`src/rtl/clk_div_monitor.sv`:
```
// Measures high time, low time and period of a divided clock sampled in the clk_in domain,
// flags periods that differ from the expected shape, counts rising edges, keeps a sticky error.
module clk_div_monitor #(
  parameter int unsigned CNT_W    = 8,
  parameter int unsigned EXP_HIGH = 2,
  parameter int unsigned EXP_LOW  = 2
) (
  input  logic             clk_in,
  input  logic             rst_n,
  input  logic             en,
  input  logic             sig_in,
  input  logic             clr_err,
  output logic [CNT_W-1:0] high_cnt,
  output logic [CNT_W-1:0] low_cnt,
  output logic [CNT_W:0]   period,
  output logic             meas_valid,
  output logic             mismatch,
  output logic             sticky_err,
  output logic             timeout,
  output logic [7:0]       edge_count
);

  localparam logic [CNT_W-1:0] CntMax  = '1;
  localparam logic [CNT_W-1:0] CntOne  = CNT_W'(1);
  localparam logic [CNT_W-1:0] ExpHigh = CNT_W'(EXP_HIGH);
  localparam logic [CNT_W-1:0] ExpLow  = CNT_W'(EXP_LOW);

  typedef enum logic [1:0] {StIdle, StSync, StMeasHigh, StMeasLow} state_e;

  state_e             state_q, state_d;
  logic               s_q, p_q;
  logic [CNT_W-1:0]   hacc_q, hacc_d;
  logic [CNT_W-1:0]   lacc_q, lacc_d;
  logic [CNT_W-1:0]   high_q, high_d;
  logic [CNT_W-1:0]   low_q, low_d;
  logic [CNT_W:0]     period_q, period_d;
  logic               valid_q, valid_d;
  logic               mism_q, mism_d;
  logic               tout_q, tout_d;
  logic               sticky_q, sticky_d;
  logic [7:0]         edge_q, edge_d;
  logic               rise, fall;
  logic               hacc_sat, lacc_sat;

  assign rise     = s_q & ~p_q;
  assign fall     = ~s_q & p_q;
  assign hacc_sat = (hacc_q == CntMax);
  assign lacc_sat = (lacc_q == CntMax);

  always_ff @(posedge clk_in or negedge rst_n) begin
    if (!rst_n) begin
      state_q <= StIdle;
    end else begin
      state_q <= state_d;
    end
  end

  // In MEAS_HIGH "no fall" means the level is still high; likewise for MEAS_LOW.
  always_comb begin
    state_d = state_q;
    if (!en) begin
      state_d = StIdle;
    end else begin
      unique case (state_q)
        StIdle:     state_d = StSync;
        StSync:     if (rise) state_d = StMeasHigh;
        StMeasHigh: begin
          if (fall)          state_d = StMeasLow;
          else if (hacc_sat) state_d = StSync;
        end
        StMeasLow: begin
          if (rise)          state_d = StMeasHigh;
          else if (lacc_sat) state_d = StSync;
        end
        default:    state_d = StIdle;
      endcase
    end
  end

  always_comb begin
    hacc_d   = hacc_q;
    lacc_d   = lacc_q;
    high_d   = high_q;
    low_d    = low_q;
    period_d = period_q;
    valid_d  = 1'b0;
    mism_d   = 1'b0;
    tout_d   = 1'b0;
    edge_d   = edge_q;
    if (!en) begin
      hacc_d = '0;
      lacc_d = '0;
    end else begin
      if (rise && (state_q != StIdle)) edge_d = edge_q + 8'd1;
      unique case (state_q)
        StIdle: begin
          hacc_d = '0;
          lacc_d = '0;
        end
        StSync: begin
          if (rise) hacc_d = CntOne;
        end
        StMeasHigh: begin
          if (fall)          lacc_d = CntOne;
          else if (hacc_sat) tout_d = 1'b1;
          else               hacc_d = hacc_q + CntOne;
        end
        StMeasLow: begin
          if (rise) begin
            high_d   = hacc_q;
            low_d    = lacc_q;
            period_d = {1'b0, hacc_q} + {1'b0, lacc_q};
            valid_d  = 1'b1;
            mism_d   = (hacc_q != ExpHigh) | (lacc_q != ExpLow);
            hacc_d   = CntOne;
          end else if (lacc_sat) begin
            tout_d = 1'b1;
          end else begin
            lacc_d = lacc_q + CntOne;
          end
        end
        default: begin
          hacc_d = '0;
          lacc_d = '0;
        end
      endcase
    end
    // Setting takes priority over clr_err both on the reporting edge and while the strobe shows.
    sticky_d = mism_d | tout_d | mism_q | tout_q | (sticky_q & ~clr_err);
  end

  always_ff @(posedge clk_in or negedge rst_n) begin
    if (!rst_n) begin
      s_q      <= 1'b0;
      p_q      <= 1'b0;
      hacc_q   <= '0;
      lacc_q   <= '0;
      high_q   <= '0;
      low_q    <= '0;
      period_q <= '0;
      valid_q  <= 1'b0;
      mism_q   <= 1'b0;
      tout_q   <= 1'b0;
      sticky_q <= 1'b0;
      edge_q   <= '0;
    end else begin
      s_q      <= sig_in;
      p_q      <= s_q;
      hacc_q   <= hacc_d;
      lacc_q   <= lacc_d;
      high_q   <= high_d;
      low_q    <= low_d;
      period_q <= period_d;
      valid_q  <= valid_d;
      mism_q   <= mism_d;
      tout_q   <= tout_d;
      sticky_q <= sticky_d;
      edge_q   <= edge_d;
    end
  end

  assign high_cnt   = high_q;
  assign low_cnt    = low_q;
  assign period     = period_q;
  assign meas_valid = valid_q;
  assign mismatch   = mism_q;
  assign sticky_err = sticky_q;
  assign timeout    = tout_q;
  assign edge_count = edge_q;

endmodule
```
`config.mk`:
```
export PLATFORM = sky130hd
export DESIGN_NAME = clk_div_monitor
export DESIGN_NICKNAME = d
export VERILOG_FILES = /design/src/rtl/clk_div_monitor.sv
export SDC_FILE = /design/constraint.sdc
export NUM_CORES = 1
export LEC_CHECK = 0
export ABC_AREA = 1
export BUFFER_PORTS_ARGS = -buffer_cell sky130_fd_sc_hd__buf_2
export CELL_PAD_IN_SITES_DETAIL_PLACEMENT = 1
export CELL_PAD_IN_SITES_GLOBAL_PLACEMENT = 2
export CORE_ASPECT_RATIO = 0.5
export CORE_UTILIZATION = 36
export CTS_CLUSTER_DIAMETER = 120
export CTS_CLUSTER_SIZE = 40
export DETAILED_ROUTE_END_ITERATION = 8
export PLACE_DENSITY_LB_ADDON = 0.1
export RECOVER_POWER = 100
export SYNTH_ARGS = -nofsm -noshare
export SYNTH_HDL_FRONTEND = slang
export SYNTH_SLANG_ARGS = --single-unit
export TNS_END_PERCENT = 50
```
`constraint.sdc`:
```
create_clock -name clk_in -period 2.75 [get_ports clk_in]
set_input_delay 0.55 -clock clk_in [delete_from_list [all_inputs] [get_ports clk_in]]
set_output_delay 0.55 -clock clk_in [all_outputs]
set_load 0.01 [all_outputs]
```
==> results.yml, run 1 <==
pwr:
  pwr_density_cell_mw_per_mm2: 725.9
  total_power_mw: 2.749
  p_leak_nw: 1.905
  irDropWorstVdd_mv: 0.3128
critical_path:
  max_stage_delay_ps: 900
  worstPathCellList: "clkbuf_1 -> clkbuf_2"
  crit_family: "buffers and inverters"
  critical_path.slowest_cell: "clkbuf_2"
  path_buf_inv: 2
  end_kind: "asynchronous set/reset pin"
  critical_path_class: "input pin to asynchronous set/reset pin"
  r2r_cells: 8
  cp.depth: 2
  critPathArrivalTime_ps: 2320
  cp.required_ps: 3070
  critPathMaxFanout: 36
  critPathLaunchType: "input pin"
cts:
  path_clk_slew_ps: 50
  cts_tree: "built"
  clockBufferDepth: 2
  htreeDepth: 3
  cts_buffers: 9
  ctsResizeCount: 0
  post_cts_buffers: 0
  clock_latency_ps: 330
  clock_tree.root_cell: "clkbuf_16"
  cts_sinks: 57
  ctsHoldBuffers: 0
yosys:
  yosysTopAreaCell: "dfrtp_1"
  ys_types: 26
  synth-seq-cells: 57
  ys_seq_area_share_pct: 44.24
  synth_nets: 445
  synth_area_leaders: "dfrtp_1 44%, nand2_1 17%, o21ai_0 6.2%, inv_1 6.2%, ha_1 5.0%"
  synth_top_area_share_pct: 44.24
  synth.most_common_cell: "nand2_1"
  postSynth.asyncResetShare_pct: 100.0
  syn-cell-area_mm2: 0.003224
  synthTopCellsByCount: "144 x nand2_1, 57 x dfrtp_1, 53 x inv_1, 40 x o21ai_0, 31 x nor2_1"
  syn_avg_cell_area_um2: 7.569
  synth_flop_cell: "dfrtp_1"
  synth-edff-count: 0
  yosysWarnings: 0
  synthCells: 426
place:
  dp_hpwl_um: 6986
  numPortBuffers: 41
  place.gp.congestion: 0.8935
  dpl_cell_area_mm2: 0.003537
sta:
  worst_slew_pin_slew_ps: 1178
  final_max_slew_viol_count: 0
  rsz0062_at_grt: "no"
  min_period_ps: 1999
  tns_ps: 0
  hold_viol: 0
  max_slew_margin_pct: 21.47
  final-setup-viol-count: 0
  fin_crit_sh_pct: 72.67
  finalClockSkew_ps: 3.666
  fmax_ghz: 0.5004
worst_hold_path:
  hold_depth: 1
  hp-class: "input pin to flop"
die:
  rows: 23
  core_mm2: 0.008346
  design.die.area_mm2: 0.009362
  dieWidth_um: 135.8
  dieHeight_um: 68.92
  start_util_pct: 38.64
  io_pins: 42
routing:
  met1_length_um: 4849
  totalWireLength_um: 9193
  drtAntennaViolNets: 0
  route.detailed.drc: 0
  dr.max_layer_used: "met4"
  drt-pass1-iter-count: 4
  dr_wl_met2_um: 3957
  via_per_inst: 4.898
  wl_met3_um: 330
  first_iter_violations: 124
  drt-wirelength-per-cell_um: 15.61
  vias: 2885
grt:
  grt_pass1_vias: 2955
  antenna_found_initial: 0
  grt_pass1_wl_um: 15280
  grt_max_degree: 43
  grt_overflow: 0
  grt_usage_pct: 22.10
cells_and_area:
  finalCoreUtilization_pct: 45.38
  final_area_mm2: 0.003787
  seqCellArea_mm2: 0.001426
  fillers: 1078
  multi_input_area_mm2: 0.001496
  drive_gt1_share_pct: 7.757
  fin_nets: 491
  diodes: 0
  syn_to_final_growth_pct: 17.46
status:
  status: "completed"
flow_run:
  drv_cap: 0
## worst paths after layout
check / slack [ps] / to / startpoint
min reg2reg: 400 / p_q / s_q
min in group asynchronous: 440 / period[8] / rst_n
max reg2reg: 750 / lacc_q[1] / state_q[0]
min: 320 / s_q / sig_in
max: 750 / high_cnt[0] / rst_n
max in group clk_in: 750 / lacc_q[1] / state_q[0]
## state kept, by name (all words and copies together) (netlist names), 2 cells and up
register    flops
state_q         2
hacc_q          8
lacc_q          8
low_cnt         8
high_cnt        8
edge_count      8
period          9
## cell type report
cell class	instances	area share, %
inverters	56	5.583
clock buffers	11	6.409
multi-input cells	305	39.51
well taps	112	3.700
repair buffers	43	4.427
clock inverters	5	2.709
flip-flops and latches	57	37.66
## kinds of logic (layout without fill, tap and decap cells)
| logic type | after synthesis | count (layout) | synth area share, % |
|---|---|---|---|
| AOI/OAI and AO/OA | 48 | 48 | 7.683 |
| buffers and inverters | 64 | 115 | 8.149 |
| and+or+nand+nor | 236 | 236 | 32.36 |
| DFF | 57 | 57 | 44.24 |
| adders and majority gates | 14 | 14 | 5.666 |
| xor gates and xnor gates | 7 | 7 | 1.901 |
## report_power, final
| part | leakage, nW | switching, mW | internal (mW) |
|---|---|---|---|
| combinational | 0.959 | 0.293 | 0.118 |
| clock | 0.166 | 0.401 | 0.907 |
| sequential | 0.781 | 0.110 | 0.919 |
## per-layer routing
metal	vias up	GRT usage, %
li1	1433	-
met1	1403	29.69
met2	43	35.33
met3	6	5.482
met4	0	6.742
met5	-	0
## per-stage QoR
| step | setup slack (ps) | std cells | hold WS [ps] |
|---|---|---|---|
| 2_1_floorplan | 1241 | 426 | 254.4 |
| 3_3_place_gp | 903.2 | 573 | 382.3 |
| 3_5_place_dp | 872.1 | 573 | 384.6 |
| 4_1_cts | 903.0 | 589 | 188.9 |
| 5_1_grt | 354.8 | 589 | 314.7 |
| 6_report | 751.4 | 589 | 323.3 |
## cells in the final DEF (no fill, tap or decap), types with 3 or more instances in the layout
master     instances
bufinv_16          3
clkbuf_16          9
o21ai_0           40
nor2_1            35
nand4_1           12
dfrtp_1           57
inv_1             54
clkbuf_1          39
buf_2              3
ha_1              13
xor2_1             5
nand2_1          147
a21oi_1            5
nand2_2            7
nand3_1           28
(Power assumes the default switching activity.)
==> run 2, diff against run 1 <==
Settings changed: CORE_UTILIZATION 36 to 33.
Clock period 2.75 ns to 1.9 ns, I/O delays scaled along.
==> run 2 against run 1 <==
Count of clock-buffer cells in the layout grew 3. Sequential power grew 44%. Sequential share of layout area down 0.83 points. Highest routed layer unchanged. Non-clock buffer count increased by 8. Largest cell class unchanged. Worst setup slack worse by 600 ps. First-iteration DRC count decreased by 30%. Utilization shrank 4.5 points.
==> results.yml, run 2 (synthesis gave the netlist of run 1 again) <==
routing:
  drt-pass1-iter-count: 4
  drtAntennaViolNets: 0
  totalWireLength_um: 9363
  via_per_inst: 4.724
  first_iter_violations: 87
  route.detailed.drc: 0
  drt-wirelength-per-cell_um: 15.10
  vias: 2929
pwr:
  p_leak_nw: 1.945
  irDropWorstVdd_mv: 0.4086
  pwr_density_cell_mw_per_mm2: 944.5
die:
  dieWidth_um: 141.8
  dieHeight_um: 71.90
  core_mm2: 0.009478
  rows: 25
  design.die.area_mm2: 0.01019
  io_pins: 42
  start_util_pct: 34.02
sta:
  max_slew_margin_pct: 34.15
  tns_ps: 0
  worst_slew_pin_slew_ps: 987.8
  hold_viol: 0
  setup_slack_ps: 148.6
  rsz0062_at_grt: "no"
  fin_crit_sh_pct: 92.18
  min_period_ps: 1751
  final_max_slew_viol_count: 0
  finalClockSkew_ps: 5.365
  final-setup-viol-count: 0
  fmax_ghz: 0.5710
cts:
  clock_latency_ps: 330
  post_cts_buffers: 0
  path_clk_slew_ps: 50
  htreeDepth: 3
  clock_tree.root_cell: "clkbuf_16"
  cts_buffers: 9
  cts_sinks: 57
  clockBufferDepth: 2
  cts_tree: "built"
cells_and_area:
  seqCellArea_mm2: 0.001428
  layout_common_cells: "147 x nand2_1, 56 x dfrtp_1, 54 x inv_1"
  diodes: 0
  fillers: 1215
  drive_gt1_share_pct: 9.897
  syn_to_final_growth_pct: 20.22
  layout_commonest_cell: "nand2_1"
  finalCoreUtilization_pct: 40.90
  final-instance-count-excl-fill: 620
  largest_reg_flops: 9
  fin_nets: 499
  multi_input_area_mm2: 0.001528
grt:
  grt_max_degree: 36
  grt_pass1_wl_um: 15630
  grt_usage_pct: 20.25
  grt_overflow: 0
  grt_pass1_vias: 3026
  antenna_found_initial: 0
critical_path:
  crit_start: "lacc_q[5]"
  path_buf_inv: 0
  worstPathCellList: "nand2_1 -> nor2_1 -> nand2_1 -> o21ai_0 -> nand2_1 -> nand2_1 -> nand2_1"
  critical_path.slowest_cell: "dfrtp_1"
  rr_startpoint: "lacc_q[5]"
  reg2reg_to: "state_q[1]"
  r2r_slack_ps: 150
  crit_top_cell: "nand2_1"
  critical_path_class: "flop to flop"
  r2r_cells: 7
  critPathMaxFanout: 7
  worstSetupEndpoint: "state_q[1]"
  critPathLaunchType: "flop"
  cp.required_ps: 2120
  critPathArrivalTime_ps: 1970
  max_stage_delay_ps: 560
  end_kind: "flop"
  crit_family: "simple AND/OR/NAND/NOR gates"
  cp.depth: 7
flow_run:
  drv_cap: 0
place:
  pre_cts_slack_ps: 122.3
  numPortBuffers: 41
  dp_hpwl_um: 7122
  place.gp.congestion: 0.8224
  dp_cells: 603
status:
  status: "completed"
worst_hold_path:
  hp-class: "input pin to flop"
[run 2: cell types whose count changed in the layout (fill, tap and decap cells not counted), sizes merged]
cell	delta
buf	+7
bufinv	-3
clkbuf	+3
clkinv	+1
clkinvlp	-2
dlygate4sd3	+1
inv	+1
[run 2: worst reg2reg max path, stage by stage, from the launching register on]
cell and delay [ps]:
dfrtp_1 560, nand2_1 130, nor2_1 200, nand2_1 90, o21ai_0 370, nand2_1 140, nand2_1 90, nand2_1 50
[run 2: worst min path at each step]
stage / cells past startpoint / end / startpoint
2_1_floorplan: 0 / edge_count[0] / rst_n
3_3_place_gp: 1 / meas_valid / rst_n
3_5_place_dp: 1 / meas_valid / rst_n
4_1_cts: 1 / s_q / sig_in
5_1_grt: 1 / s_q / sig_in
6_report: 1 / s_q / sig_in
[run 2: report_power, final]
group,switching [mW],internal [mW]
Clock,0.549,1.02
Combinational,0.429,0.183
Sequential,0.147,1.33
Total,1.13,2.54
[run 2: layer usage]
| layer | vias to the layer above | global-route usage [%] | routed length, um |
|---|---|---|---|
| li1 | 1448 | - | - |
| met3 | 8 | 4.752 | 299 |
| met1 | 1431 | 29.11 | 4981 |
| met4 | 0 | 5.018 | 76 |
| met5 | - | 0 | 0 |
| met2 | 42 | 30.87 | 4005 |
[run 2: what timing repair did]
| action | 4_1_cts | 5_1_grt |
|---|---|---|
| resized for setup | 0 | 4 |
| endpoints found under the setup margin | 0 | 9 |
| hold buffers | 1 | 0 |
| hold endpoints to repair | 16 | 0 |
[run 2: final cells by class]
type	count	share of cell area (%)
multi-input combinational	305	39.41
timing repair buffer	51	6.262
clock inverter	2	0.2582
inverter	56	5.552
clock buffer	14	7.327
tap	135	4.358
sequential	57	36.83
[run 2: metrics by stage]
| step | total power, mW | cell area, um^2 | hold slack (ps) |
|---|---|---|---|
| 2_1_floorplan | 1.907 | 3224 | 84.41 |
| 3_3_place_gp | 2.132 | 3631 | 333.3 |
| 3_5_place_dp | 2.152 | 3631 | 347.2 |
| 4_1_cts | 3.758 | 3935 | 141.8 |
| 5_1_grt | 3.876 | 3876 | 141.8 |
| 6_report | 3.661 | 3876 | 157.6 |
